==> config.mk <==
export PLATFORM = sky130hd
export DESIGN_NAME = sequenciador_canais
export DESIGN_NICKNAME = d
export VERILOG_FILES = /design/src/rtl/sequenciador_pkg.sv /design/src/rtl/prox_canal.sv /design/src/rtl/sequenciador_canais.sv
export SDC_FILE = /design/constraint.sdc
export NUM_CORES = 1
export LEC_CHECK = 0
export CELL_PAD_IN_SITES_DETAIL_PLACEMENT = 1
export CELL_PAD_IN_SITES_GLOBAL_PLACEMENT = 1
export CORE_AREA = 2 2 86 88
export DETAILED_ROUTE_END_ITERATION = 8
export DIE_AREA = 0 0 88 90
export PLACE_DENSITY_LB_ADDON = 0.1
export SETUP_SLACK_MARGIN = 0.4
export SKIP_LAST_GASP = 1
export SLEW_MARGIN = 20
export SYNTH_ARGS = -nofsm -noshare
export SYNTH_HDL_FRONTEND = slang
export SYNTH_HIERARCHICAL = 1
export SYNTH_SLANG_ARGS = --single-unit
==> constraint.sdc <==
create_clock -name ck -period 2.26 [get_ports ck]
set_input_delay 0.452 -clock ck [delete_from_list [all_inputs] [get_ports ck]]
set_output_delay 0.452 -clock ck [all_outputs]
set_load 0.02 [all_outputs]
==> src/rtl/sequenciador_pkg.sv <==
// sequenciador_pkg: scan-state encoding and fixed timing constants shared by
// the channel sequencer and its helpers.
package sequenciador_pkg;

    typedef enum logic [2:0] {
        IDLE,
        SELECT,
        START,
        WAIT,
        CAPTURE,
        NEXT
    } estado_t;

    // Cycles that the conversion start request stays high
    localparam int START_LEN   = 2;

    // Conversions accumulated per result when averaging, and the matching divide shift
    localparam int MEDIA_N     = 4;
    localparam int MEDIA_SHIFT = 2;

endpackage

==> src/rtl/prox_canal.sv <==
// prox_canal: combinational finder for the next enabled channel above the
// current index, wrapping to the lowest enabled one.
module prox_canal #(
    parameter int N_CH  = 4,
    parameter int IDX_W = $clog2(N_CH)
) (
    input  logic [N_CH-1:0]  mask,
    input  logic [IDX_W-1:0] cur,
    output logic [IDX_W-1:0] nxt,
    output logic             any_enabled
);

    logic [IDX_W-1:0] acima;
    logic             tem_acima;
    logic [IDX_W-1:0] menor;

    // Walk from the top index down so the last hit is always the lowest candidate
    always_comb begin
        acima     = '0;
        tem_acima = 1'b0;
        menor     = '0;
        for (int i = N_CH - 1; i >= 0; i--) begin
            if (mask[i]) begin
                menor = IDX_W'(i);
                if (i > int'(cur)) begin
                    acima     = IDX_W'(i);
                    tem_acima = 1'b1;
                end
            end
        end
    end

    assign any_enabled = |mask;
    assign nxt         = tem_acima ? acima : (any_enabled ? menor : cur);

endmodule

==> src/rtl/sequenciador_canais.sv <==
// sequenciador_canais: round-robin scheduler for the dual-slope converter.
// Selects a channel, waits for the mux to settle, pulses inicio for two
// cycles, then waits (with timeout) for conv_done and publishes the count.
// Optional macro SEQ_MEDIA_EN: each channel is converted four times and the
// published result is the truncated average.
module sequenciador_canais
    import sequenciador_pkg::*;
#(
    parameter int N_CH        = 4,
    parameter int CNT_W       = 12,
    parameter int SETTLE_CYC  = 8,
    parameter int TIMEOUT_CYC = 4096
) (
    input  logic                      ck,
    input  logic                      rst,
    input  logic                      en,
    input  logic [N_CH-1:0]           ch_mask,
    input  logic                      conv_done,
    input  logic [CNT_W-1:0]          cnt_in,
    output logic                      inicio,
    output logic [$clog2(N_CH)-1:0]   sel_ch,
    output logic [CNT_W-1:0]          res_data,
    output logic [$clog2(N_CH)-1:0]   res_ch,
    output logic                      res_valid,
    output logic                      busy,
    output logic                      timeout_err
);

    localparam int IDX_W    = $clog2(N_CH);
    localparam int FASE_W   = $clog2(SETTLE_CYC + START_LEN) + 1;
    localparam int ESPERA_W = $clog2(TIMEOUT_CYC + 1);
`ifdef SEQ_MEDIA_EN
    localparam int ACC_W    = CNT_W + 2;
    localparam int MED_W    = $clog2(MEDIA_N);
`else
    localparam int ACC_W    = CNT_W;
`endif

    estado_t             estado;
    logic [FASE_W-1:0]   fase_cnt;
    logic [ESPERA_W-1:0] espera_cnt;
    logic [ACC_W-1:0]    acc;
`ifdef SEQ_MEDIA_EN
    logic [MED_W-1:0]    med_cnt;
`endif
    logic [IDX_W-1:0]    cur_busca;
    logic [IDX_W-1:0]    prox_idx;
    logic                tem_canal;

    // Searching above the top index wraps to the lowest enabled channel, which
    // is exactly the first channel wanted when leaving IDLE
    assign cur_busca = (estado == IDLE) ? IDX_W'(N_CH - 1) : sel_ch;

    prox_canal #(
        .N_CH  (N_CH),
        .IDX_W (IDX_W)
    ) u_prox (
        .mask        (ch_mask),
        .cur         (cur_busca),
        .nxt         (prox_idx),
        .any_enabled (tem_canal)
    );

    // Scan FSM with settle/start/wait counters and registered result outputs
    always_ff @(posedge ck or posedge rst) begin
        if (rst) begin
            estado      <= IDLE;
            inicio      <= 1'b0;
            sel_ch      <= '0;
            res_data    <= '0;
            res_ch      <= '0;
            res_valid   <= 1'b0;
            busy        <= 1'b0;
            timeout_err <= 1'b0;
            fase_cnt    <= '0;
            espera_cnt  <= '0;
            acc         <= '0;
`ifdef SEQ_MEDIA_EN
            med_cnt     <= '0;
`endif
        end else begin
            res_valid   <= 1'b0;
            timeout_err <= 1'b0;
            case (estado)
                IDLE: begin
                    if (en && tem_canal) begin
                        estado   <= SELECT;
                        sel_ch   <= prox_idx;
                        busy     <= 1'b1;
                        fase_cnt <= '0;
                    end
                end
                SELECT: begin
                    if (fase_cnt == FASE_W'(SETTLE_CYC - 1)) begin
                        estado   <= START;
                        inicio   <= 1'b1;
                        fase_cnt <= '0;
                    end else begin
                        fase_cnt <= fase_cnt + 1'b1;
                    end
                end
                START: begin
                    if (fase_cnt == FASE_W'(START_LEN - 1)) begin
                        estado     <= WAIT;
                        inicio     <= 1'b0;
                        fase_cnt   <= '0;
                        espera_cnt <= '0;
                    end else begin
                        fase_cnt <= fase_cnt + 1'b1;
                    end
                end
                WAIT: begin
                    if (conv_done) begin
`ifdef SEQ_MEDIA_EN
                        acc <= acc + ACC_W'(cnt_in);
                        if (med_cnt == MED_W'(MEDIA_N - 1)) begin
                            med_cnt <= '0;
                            estado  <= CAPTURE;
                        end else begin
                            med_cnt <= med_cnt + 1'b1;
                            estado  <= SELECT;
                        end
`else
                        acc    <= cnt_in;
                        estado <= CAPTURE;
`endif
                    end else if (espera_cnt == ESPERA_W'(TIMEOUT_CYC)) begin
                        timeout_err <= 1'b1;
                        estado      <= NEXT;
                        acc         <= '0;
`ifdef SEQ_MEDIA_EN
                        med_cnt     <= '0;
`endif
                    end else begin
                        espera_cnt <= espera_cnt + 1'b1;
                    end
                end
                CAPTURE: begin
`ifdef SEQ_MEDIA_EN
                    res_data <= CNT_W'(acc >> MEDIA_SHIFT);
`else
                    res_data <= acc;
`endif
                    res_ch    <= sel_ch;
                    res_valid <= 1'b1;
                    acc       <= '0;
                    estado    <= NEXT;
                end
                NEXT: begin
                    if (en && tem_canal) begin
                        sel_ch <= prox_idx;
                        estado <= SELECT;
                    end else begin
                        estado <= IDLE;
                        busy   <= 1'b0;
                    end
                end
                default: begin
                    estado <= IDLE;
                    busy   <= 1'b0;
                    inicio <= 1'b0;
                end
            endcase
        end
    end

endmodule

### After elaboration in Yosys (flattened, before gate mapping)

Cells that the tools add are included.

* register bits after elaboration: 53

* order comparisons: 3
* multiplexer cells: 47
* equality and inequality tests: 15
* add/sub/neg operators: 2
* bitwise gates (word level): 2
* reductions and logical operators: 16

Operator list (count)
* $mux W13: 3
* $mux W2: 13
* $pmux W13 S2: 1
* $mux W12: 2
* $pmux W12 S2: 1
* $pmux W3 S6: 1
* $mux W1: 15
* $mux W3: 5
* $mux W5: 3
* $pmux W5 S3: 1
* $add A13 B1 Y13 const B: 1
* $eq A13 B13 Y1 const B: 1
* $reduce_or A4 Y1: 3
* $ne A2 B2 Y1 const B: 5
* $reduce_and A4 Y1: 2
* $eq A3 B2 Y1 const B: 2
* $eq A3 B3 Y1 const B: 2
* $pmux W1 S3: 2
* $reduce_and A2 Y1: 3
* $reduce_and A3 Y1: 2
* $add A5 B1 Y5 const B: 1
* $eq A5 B1 Y1 const B: 1
* $eq A5 B3 Y1 const B: 1
* $gt A2 B2 Y1 const A: 2
* other kinds (10): 12

### Depth between registers and ports, before layout

Gate-level depths: netlist of run 1.

* depth after elaboration: 10
* gate-level depth with buffers: 8
* gate-level depth less buffers: 6

### Cells and area by module

The synthesis of run 1 kept the hierarchy.

By module, submodules not included
* sequenciador_canais: area an instance 2641.3 µm², instances 1, cells each 266, seq. area each 1326.3 µm²
* prox_canal: area an instance 86.3 µm², instances 1, cells each 15, seq. area each 0.0 µm²

### Worst setup path before layout of run 1

Ideal clock, no wire load.

* path kind: register to register
* start: register fase_cnt[0]
* end: register estado[0]
* required time: 2132 ps
* path slack: 309 ps
* period minus slack after synthesis: 1951 ps
* setup time: 128 ps
* stages on the path, launching flop included: 6
* data arrival time: 1823 ps
* cell sequence: dfrtp_1 ha_1 or4bb_1 a32oi_2 o211a_1 mux2_1

* cells in the longest elaborated chain, start to end: 3
* elaborated cells between the ends (all ways): 5
* classes of those cells: eq/ne (4); reduce/logical (1)

Ends and longest elaborated chain
* start, declared: RTL line sequenciador_canais.sv:40 `logic [FASE_W-1:0] fase_cnt;`
* start signal, assigned: RTL line sequenciador_canais.sv:99 `fase_cnt <= fase_cnt + 1'b1;`
* start signal, assigned: RTL line sequenciador_canais.sv:109 `fase_cnt <= fase_cnt + 1'b1;`
* $eq A5 B1 Y1 / $eq A5 B3 Y1 (equally long branches): RTL line sequenciador_canais.sv:103, sequenciador_canais.sv:94
* $ne A2 B2 Y1 (no source line)
* $reduce_and A4 Y1 (no source line) *
* end signal, assigned: RTL line sequenciador_canais.sv:95 `estado <= START;`
* end signal, assigned: RTL line sequenciador_canais.sv:104 `estado <= WAIT;`
* end signal, assigned: RTL line sequenciador_canais.sv:125 `estado <= CAPTURE;`
* end, declared: RTL line sequenciador_canais.sv:39 `estado_t estado;`

Every way passes the cells marked *; elsewhere a longest branch is shown, timed or not.
A chain may end at the register's enable or synchronous reset.

### Final worst setup path of run 1

* start: register fase_cnt[1]
* end: register estado[0]

The elaborated chain is that of the path after synthesis.

==> results of run 1 <==
logic make-up (layout without fill, tap and decap cells):
group / after synthesis / in the layout
DFF: 53 / 53
and+or+nand+nor: 101 / 101
AOI/OAI and AO/OA: 68 / 68
xor gates and xnor gates: 2 / 2
buffers and inverters: 35 / 99
muxes: 18 / 18
adders and majority gates: 4 / 4
worst max-delay path, cell delays in order, from the launching register on:
cell and delay [ns]:
dfrtp_1 0.43, inv_1 0.07, ha_2 0.16, or4b_4 0.48
a32oi_2 0.24, o211a_1 0.20, mux2_4 0.29
worst max path at each step:
stage / startpoint / end / slack, ns / cells past startpoint
6_report: fase_cnt[1]$_DFFE_PP0P_ / estado[0]$_DFFE_PP0P_ / 0.28 / 6
5_1_grt: fase_cnt[1]$_DFFE_PP0P_ / estado[0]$_DFFE_PP0P_ / 0.23 / 6
4_1_cts: fase_cnt[1]$_DFFE_PP0P_ / estado[0]$_DFFE_PP0P_ / 0.31 / 5
3_5_place_dp: ch_mask[1] / fase_cnt[3]$_DFFE_PP0P_ / 0.11 / 7
3_3_place_gp: ch_mask[3] / fase_cnt[3]$_DFFE_PP0P_ / 0.13 / 7
2_1_floorplan: fase_cnt[1]$_DFFE_PP0P_ / estado[0]$_DFFE_PP0P_ / 0.36 / 6
Yosys cell counts, types with 4 or more instances:
| master | n | area, sq um |
|---|---|---|
| a21oi_1 | 4 | 20.0 |
| dfrtp_1 | 53 | 1330 |
| mux2_2 | 16 | 180 |
| nand2b_1 | 6 | 37.5 |
| or2_2 | 4 | 25.0 |
| a31oi_1 | 14 | 87.6 |
| nor2_1 | 8 | 30.0 |
| or4_1 | 4 | 30.0 |
| nand3_1 | 30 | 150 |
| o21ai_0 | 24 | 120 |
| nand2_1 | 25 | 93.8 |
| inv_1 | 21 | 78.8 |
| o22ai_1 | 4 | 25.0 |
| nor3_1 | 4 | 20.0 |
| ha_1 | 4 | 50.1 |
| buf_2 | 6 | 30.0 |
| clkbuf_1 | 7 | 26.3 |
| a32oi_1 | 4 | 35.0 |
routing by layer:
metal | vias up | global-route usage [%] | share of wire, %
li1 | 1147 | - | -
met1 | 1175 | 25.9 | 48
met2 | 37 | 30.6 | 49
met3 | 4 | 3.12 | 2.4
met4 | 0 | 4.62 | 0.65
met5 | - | 0 | 0
power by group:
| part | internal, W | total (W) | leakage (nW) | switching (W) |
|---|---|---|---|---|
| Clock | 0.000233 | 0.000588 | 0.0506 | 0.000355 |
| Combinational | 0.00108 | 0.00214 | 0.798 | 0.00106 |
| Sequential | 0.00127 | 0.00151 | 0.682 | 0.000236 |
| Total | 0.00259 | 0.00424 | 1.53 | 0.00165 |
stage by stage:
step                      instance area, sq um  utilization (%)
after CTS                                 3490             49.7
after detailed placement                  3340             47.6
after floorplan                           2730                -
after global routing                      3620             51.6
after global placement                    3340             47.6
final                                     3620             51.6
layout make-up:
| cell class | instances | area (sq um) |
|---|---|---|
| fill | 794 | 3400 |
| multi-input combinational | 193 | 1350 |
| sequential | 53 | 1330 |
| timing repair buffer | 70 | 642 |
| tap | 99 | 124 |
| inverter | 21 | 78.8 |
| clock buffer | 5 | 68.8 |
| clock inverter | 3 | 28.8 |
repair_timing:
item,4_1_cts,5_1_grt
endpoints found under the setup margin,25,33
buffers inserted,4,8
pin swaps,1,1
hold buffers,0,0
resized for setup,5,19
flip-flops by register name, summed over array words and instances, names as in the netlist, 2 cells and up:
signal and count:
res_ch 2, sel_ch 2, res_data 12, fase_cnt 5, acc 12, estado 3
espera_cnt 13
==> results by group, run 1 <==
Run status
  – Status: finished clean

Critical path
  – CP required: ~2.5 ns
  – Arrival @ worst endpoint: between 2 and 2.5 ns
  – RR Endpoint: estado[0]$_DFFE_PP0P_
  – Kind of critical path: register to register
  – Reg2Reg Launch Point: fase_cnt[1]$_DFFE_PP0P_
  – Crit start category: register
  – Max FO, Critical Path: 4
  – R2R setup slack: 0.28 ns
  – Critical Path End Type: register
  – R2R cell count: 6

Routing
  – Post-route DRC: 0
  – DR WL/cell: roughly 16 um
  – Total length of routed wires: between 6 and 7 mm
  – Pre-antenna DRT Iters: 4
  – Antenna Nets Post-Route: 0
  – Iter 0 DRT Violations: 80
  – Vias/cell: 5.32
  – Routed via count: roughly 2400

Logic synthesis
  – Post-synth EDFFs: 0
  – Fraction of the mapped netlist area in adder cells: ~1.8%
  – #FFs+latches synth: 53
  – Post-Syn Area per Cell: between 9 and 10 sq um
  – Synth Area in Compound Gates: 16.4%
  – Synth warn: 6
  – Synth Area in XOR/XNOR: less than 1%
  – Mux share of post-synthesis cell area: 7.39%
  – Seq/Total Area, Yosys: between 40% and 50%
  – Simple-Gate Fraction of Synth Area: 20.0%
  – Synth async-reset ratio: 100%
  – Main combinational cell family by area after synthesis: simple AND/OR/NAND/NOR gates
  – Mapped Area: between 2000 and 3000 sq um
  – Net Count, Synth: 305
  – Gate Count Post-Synth: between 200 and 300
  – Count of cell types in the netlist: 49
  – Primary FF master, synth: dfrtp_1

STA
  – Final setup fails: 0
  – Worst Tran Pin Value: ~0.43 ns
  – Worst hold slack: 0.383 ns
  – Min Tclk post-route: ~2.0 ns
  – Setup TNS: 0 ns
  – Clock skew: roughly 0.0088 ns
  – Rel. slew slack: between 70% and 80%
  – Slew Viols, Final: 0
  – Setup ws final: roughly 0.28 ns
  – Achievable Freq: 505 MHz
  – Final period util: between 80 and 90%
  – RSZ-0062 raised after global routing: true
  – Final hold vios: 0

Place
  – PortBufs: 39
  – Pre-CTS setup slack: between 0.1 and 0.15 ns
  – Inst Count DP: ~420
  – GP Congestion: approximately 0.8
  – DP HPWL: a little under 5 mm

Floorplan
  – Die height: around 90 um
  – Core area: around 7000 sq um
  – Initial Util: about two fifths
  – Die ar.: about 7900 sq um
  – Die span in x: 88 um
  – # rows: 31
  – Io pins: 40

Power and ir drop
  – Pwr per Cell Area: roughly 1200 nW/um^2
  – Total power: 0.00424 W
  – Leakage: about 1.5 nW
  – Maximum VDD drop: between 0.5 and 0.6 mV

Clock network
  – CTS Buffer Depth: 2
  – CTS buffer count: 5
  – Root Buffer: clkbuf_8
  – CTS Sinks: 53
  – Clk Latency, worst-skew pair: just over 0.3 ns
  – Htree depth: 2
  – Clock-pin slew on the worst setup and hold paths: approximately 0.11 ns
  – CTS tree: done

Job
  – Max cap viols: 0

Final layout
  – # diodes: 0
  – Non-filler cells in the finished layout: ~440
  – Most common library cell in the layout ignoring fill and taps: dfrtp_1
  – Area growth syn-to-layout: 32.8%
  – Layout cell share with drive strength beyond 1: between 20% and 30%
  – Final net count: approximately 370
  – Most frequent cells in the layout: dfrtp_1 (51), clkdlybuf4s50_1 (38), nand3_1 (29), buf_4 (29), nand2_1 (23)

Min path
  – HP Class: input pin to asynchronous set/reset pin

GRT
  – Initial antenna violation count: 0
  – Grt ovf: 0
  – Vias in the first global route: roughly 2500
  – Overall Global Routing Usage: 18.8%
  – First-pass GRT wire length: 11.9 mm
  – Pin count of the biggest net entering global routing: 28
Power figures use the tool's default switching activity.
==> inputs of run 2 (changes only) <==
Settings changed: REMOVE_ABC_BUFFERS from default to 1.
==> run 2 against run 1 <==
Routed wire length up 2.2%; power up 0.26%; sequential cell count unchanged; die area unchanged; final cell count down 0.90%; register-to-register slack better by 0.03 ns; non-clock buffer count down 4; critical endpoint unchanged; sequential share of layout area up 0.13 points; core utilization down 0.23 points; clock power up 17%; via count about the same; maximum frequency up 1.7%; highest routed layer unchanged.
==> results by group, run 2 (same netlist as run 1, synthesis figures left out) <==
STA
  – Rel. slew slack: a little under 70%
  – Worst Tran Pin Value: between 0.4 and 0.5 ns
  – RSZ-0062 raised after global routing: true
  – Final hold vios: 0
  – Achievable Freq: approximately 500 MHz
  – Slew Viols, Final: 0
  – Final setup fails: 0
  – Setup TNS: 0 ns
  – Min Tclk post-route: 1.95 ns
  – Final period util: between 80% and 90%
  – Clock skew: 0.00647 ns

Critical path
  – Kind of critical path: register to register
  – Worst setup path start: fase_cnt[1]$_DFFE_PP0P_
  – Reg2Reg Launch Point: fase_cnt[1]$_DFFE_PP0P_
  – Arrival @ worst endpoint: 2.14 ns
  – Critical Path End Type: register
  – Crit path to: estado[0]$_DFFE_PP0P_
  – R2R setup slack: 0.31 ns
  – RR Endpoint: estado[0]$_DFFE_PP0P_
  – CP required: 2.45 ns
  – R2R cell count: 6
  – Crit start category: register
  – Max FO, Critical Path: 4

Routing
  – Antenna Nets Post-Route: 0
  – Total length of routed wires: roughly 7.1 mm
  – Pre-antenna DRT Iters: 4
  – Post-route DRC: 0
  – Routed via count: approximately 2400
  – DR WL/cell: 16.1 um
  – Iter 0 DRT Violations: 86
  – Vias/cell: roughly 5.4

Place
  – Cell Area, Placed: roughly 3400 sq um
  – GP Congestion: 0.809
  – PortBufs: 39
  – DP HPWL: around 5.1 mm

Floorplan
  – Initial Util: 38.9%
  – Die height: about 90 um
  – Die span in x: ~88 um
  – Die ar.: between 7000 and 8000 sq um
  – # rows: 31
  – Io pins: 40
  – Core area: between 7000 and 8000 sq um

Final layout
  – Final net count: about 360
  – Area growth syn-to-layout: 32.2%
  – Layout cell share with drive strength beyond 1: 22.3%
  – Fillers: about 800
  – Most common library cell in the layout ignoring fill and taps: dfrtp_1
  – Multi-input gate area: roughly 1300 sq um
  – Most frequent cells in the layout: dfrtp_1 (52), clkdlybuf4s50_1 (39), nand3_1 (30)
  – Biggest register: espera_cnt
  – # diodes: 0
  – Largest regs: espera_cnt x13, acc x12, res_data x12
  – Number of flip-flops in the largest register: 13
  – Design area: 3610 sq um
  – Utilization after layout: 51.4%
  – Sequential Area: around 1300 sq um

GRT
  – Vias in the first global route: about 2500
  – Initial antenna violation count: 0
  – Grt ovf: 0
  – Pin count of the biggest net entering global routing: 24
  – First-pass GRT wire length: 12.1 mm
  – Overall Global Routing Usage: about a fifth

Run status
  – Status: finished clean

Clock network
  – CTS tree: done
  – CTS buffer count: 5
  – Htree depth: 2
  – Clk Latency, worst-skew pair: 0.31 ns
  – CTS Sinks: 53
  – Clock-pin slew on the worst setup and hold paths: about 0.1 ns
  – CTS Buffer Depth: 2
  – Root Buffer: clkbuf_8

Min path
  – HP Class: input pin to asynchronous set/reset pin

Job
  – Max cap viols: 0

Power and ir drop
  – Leakage: about 1.5 nW
  – Maximum VDD drop: between 0.4 and 0.5 mV
  – Pwr per Cell Area: about 1200 nW/um^2
## run 2: power breakdown
part	internal, W	switching [W]
clock network	0.000361	0.000325
logic	0.00103	0.000991
registers	0.00127	0.000275
## run 2: worst max-delay path: stages, from the launching register on
cell and delay (ns):
dfrtp_1 0.43, inv_1 0.07, ha_1 0.14, or4b_4 0.47
a32oi_2 0.22, o211a_1 0.21, mux2_4 0.30
## run 2: worst min path at each step
stage                                       to  slack, ns  depth (start not counted)
CTS                    res_data[8]$_DFFE_PP0P_       0.39                          2
floorplan           espera_cnt[11]$_DFFE_PP0P_       0.48                          1
finish                 res_data[8]$_DFFE_PP0P_       0.38                          2
detailed placement    res_data[10]$_DFFE_PP0P_       0.49                          1
global route           res_data[7]$_DFFE_PP0P_       0.39                          2
global placement       res_data[6]$_DFFE_PP0P_       0.49                          1
## run 2: layout make-up
type / count / share of cell area (%)
Clock inverter: 2 / 1.04
Timing Repair Buffer: 66 / 17.1
Tap cell: 99 / 3.43
Clock buffer: 6 / 2.29
Sequential cell: 53 / 36.8
Multi-Input combinational cell: 193 / 37.1
Inverter: 21 / 2.19
## run 2: through the flow
step	worst slack (ns)	hold slack, ns	power, W	cells
finish	0.313	0.380	0.00425	440
global route	0.221	0.386	0.00457	440
CTS	0.308	0.386	0.00425	439
detailed placement	0.0746	0.493	0.00346	426
global placement	0.131	0.487	0.00340	426
floorplan	0.309	0.475	0.00265	267
## run 2: repair_timing
item / in CTS / in global routing
hold buffers: 0 / 0
endpoints found under the setup margin: 26 / 32
resized for setup: 7 / 11
pin swaps: 4 / 2
buffers inserted: 5 / 1
## run 2: per-layer routing
metal,vias up,track usage (%),part of all wire [%]
met3,7,3.40,2.7
li1,1144,-,-
met4,0,3.85,0.81
met2,31,31.1,49
met5,-,0,0
met1,1179,26.4,48
==> inputs of run 3 (changes only) <==
Settings changed: SETUP_SLACK_MARGIN 0.4 to default.
==> run 3 against run 2 <==
Critical path depth shrank 1; non-clock buffer count shrank 6; sequential share of layout area grew 1.3 points; count of clock-buffer cells in the layout is the same; largest cell class is now flip-flops and latches.
==> results by group, run 3 (same netlist as run 1, synthesis figures left out) <==
Floorplan
  – # rows: 31
  – Die height: approximately 90 um
  – Die ar.: slightly below 8000 sq um
  – Die span in x: between 80 and 90 um
  – Initial Util: between 30% and 40%
  – Io pins: 40
  – Core area: between 7000 and 8000 sq um

Clock network
  – CTS buffer count: 5
  – Cts hold-fix bufs: 0
  – CTS Sinks: between 50 and 60
  – Root Buffer: clkbuf_8
  – Clk Latency, worst-skew pair: 0.30 ns
  – CTS tree: done
  – CTS Buffer Depth: 2
  – CTS resizes: 0
  – Htree depth: 2
  – Postcts setup bufs: 0
  – Clock-pin slew on the worst setup and hold paths: roughly 0.10 ns

Final layout
  – Most frequent cells in the layout: dfrtp_1 (53), clkdlybuf4s50_1 (39), nand3_1 (30)
  – Largest regs: espera_cnt x13, acc x12, res_data x12
  – Most common library cell in the layout ignoring fill and taps: dfrtp_1
  – Biggest register: espera_cnt
  – Area growth syn-to-layout: 27.7%
  – Final net count: 358
  – Layout cell share with drive strength beyond 1: roughly 16%
  – Utilization after layout: 49.6%
  – # diodes: 0
  – Number of flip-flops in the largest register: 13
  – Fillers: around 800

Routing
  – DRT met1 WL: between 3 and 4 mm
  – Post-route DRC: 0
  – DR WL/cell: 15.9 um
  – Iter 0 DRT Violations: 93
  – Met2 routed WL: ~3.3 mm
  – Max layer used: met4
  – WL met3: 195 um
  – Antenna Nets Post-Route: 0
  – Total length of routed wires: around 6.9 mm
  – Routed via count: between 2000 and 2500
  – Pre-antenna DRT Iters: 4
  – Vias/cell: 5.32

Critical path
  – Reg2Reg Launch Point: fase_cnt[0]$_DFFE_PP0P_
  – Worst setup path start: fase_cnt[0]$_DFFE_PP0P_
  – RR Endpoint: estado[0]$_DFFE_PP0P_
  – CP Buf/Inv Count: 0
  – CP required: about 2.5 ns
  – Arrival @ worst endpoint: ~2.2 ns
  – Kind of critical path: register to register
  – Crit path to: estado[0]$_DFFE_PP0P_
  – Crit-path slowest cell: or4bb_1
  – Max FO, Critical Path: 5
  – Crit start category: register
  – Critical Path End Type: register
  – Crit path largest cell delay: between 0.5 and 0.6 ns
  – Crit-path cells: ha_1, or4bb_1, a32oi_2, o211a_1, mux2_1
  – Critical Path Stages: 5
  – R2R setup slack: 0.21 ns
  – R2R cell count: 5
  – Crit path max-delay family: simple AND/OR/NAND/NOR gates

Power and ir drop
  – Pwr per Cell Area: 1180 nW/um^2
  – Maximum VDD drop: between 0.3 and 0.4 mV
  – Leakage: about 1.5 nW

Job
  – Max cap viols: 0

GRT
  – Overall Global Routing Usage: between 10% and 20%
  – First-pass GRT wire length: approximately 12 mm
  – Pin count of the biggest net entering global routing: 24
  – Grt ovf: 0
  – Initial antenna violation count: 0
  – Vias in the first global route: roughly 2400

STA
  – Setup TNS: 0 ns
  – RSZ-0062 raised after global routing: false
  – Slew Viols, Final: 0
  – Clock skew: 0.00705 ns
  – Setup ws final: between 0.2 and 0.25 ns
  – Rel. slew slack: approximately 62%
  – Final period util: 90.7%
  – Achievable Freq: between 400 and 500 MHz
  – Final setup fails: 0
  – Min Tclk post-route: between 2 and 2.5 ns
  – Worst hold slack: between 0.3 and 0.4 ns
  – Final hold vios: 0
  – Worst Tran Pin Value: 0.559 ns

Run status
  – Status: finished clean

Place
  – Pre-CTS setup slack: ~0.075 ns
  – PortBufs: 39
  – GP Congestion: approximately 0.81
  – DP HPWL: roughly 5 mm

Min path
  – HP Class: input pin to asynchronous set/reset pin
==> run 3: per-stage QoR <==
step,std cells,total power [W],cell area [sq um]
6_report,434,0.00410,3480
5_1_grt,434,0.00443,3480
4_1_cts,434,0.00416,3480
3_5_place_dp,426,0.00346,3360
3_3_place_gp,426,0.00340,3360
2_1_floorplan,267,0.00265,2670
==> run 3: worst min path at each step <==
| stage | cells past startpoint | to | slack (ns) |
|---|---|---|---|
| 2_1_floorplan | 1 | espera_cnt[11]$_DFFE_PP0P_ | 0.48 |
| 3_3_place_gp | 1 | res_data[6]$_DFFE_PP0P_ | 0.49 |
| 3_5_place_dp | 1 | res_data[10]$_DFFE_PP0P_ | 0.49 |
| 4_1_cts | 2 | res_data[8]$_DFFE_PP0P_ | 0.39 |
| 5_1_grt | 2 | res_data[7]$_DFFE_PP0P_ | 0.39 |
| 6_report | 2 | res_data[8]$_DFFE_PP0P_ | 0.38 |
==> run 3: area by class of cell <==
| type | instances | area (sq um) | share of cell area (%) |
|---|---|---|---|
| Clock buffer | 6 | 82.6 | 2.37 |
| Clock inverter | 2 | 37.5 | 1.08 |
| Inverter | 21 | 78.8 | 2.26 |
| Multi-Input combinational cell | 193 | 1260 | 36.2 |
| Sequential cell | 53 | 1330 | 38.1 |
| Tap cell | 99 | 124 | 3.56 |
| Timing Repair Buffer | 60 | 573 | 16.5 |
==> run 3: worst register-to-register path: stages, from the launching register on <==
cell and delay [ns]:
dfrtp_1 0.41, ha_1 0.23, or4bb_1 0.56, a32oi_2 0.23, o211a_1 0.19, mux2_1 0.31
==> run 3: per-layer routing <==
metal  GRT usage, %  up-vias
met2           29.7       31
li1               -     1132
met4           3.97        0
met3           3.40        7
met5              0        -
met1           25.7     1139
==> run 3: power by group <==
| group | internal, W | switching, W |
|---|---|---|
| sequential | 0.00127 | 0.000274 |
| combinational | 0.000929 | 0.000948 |
| clock | 0.000361 | 0.000322 |
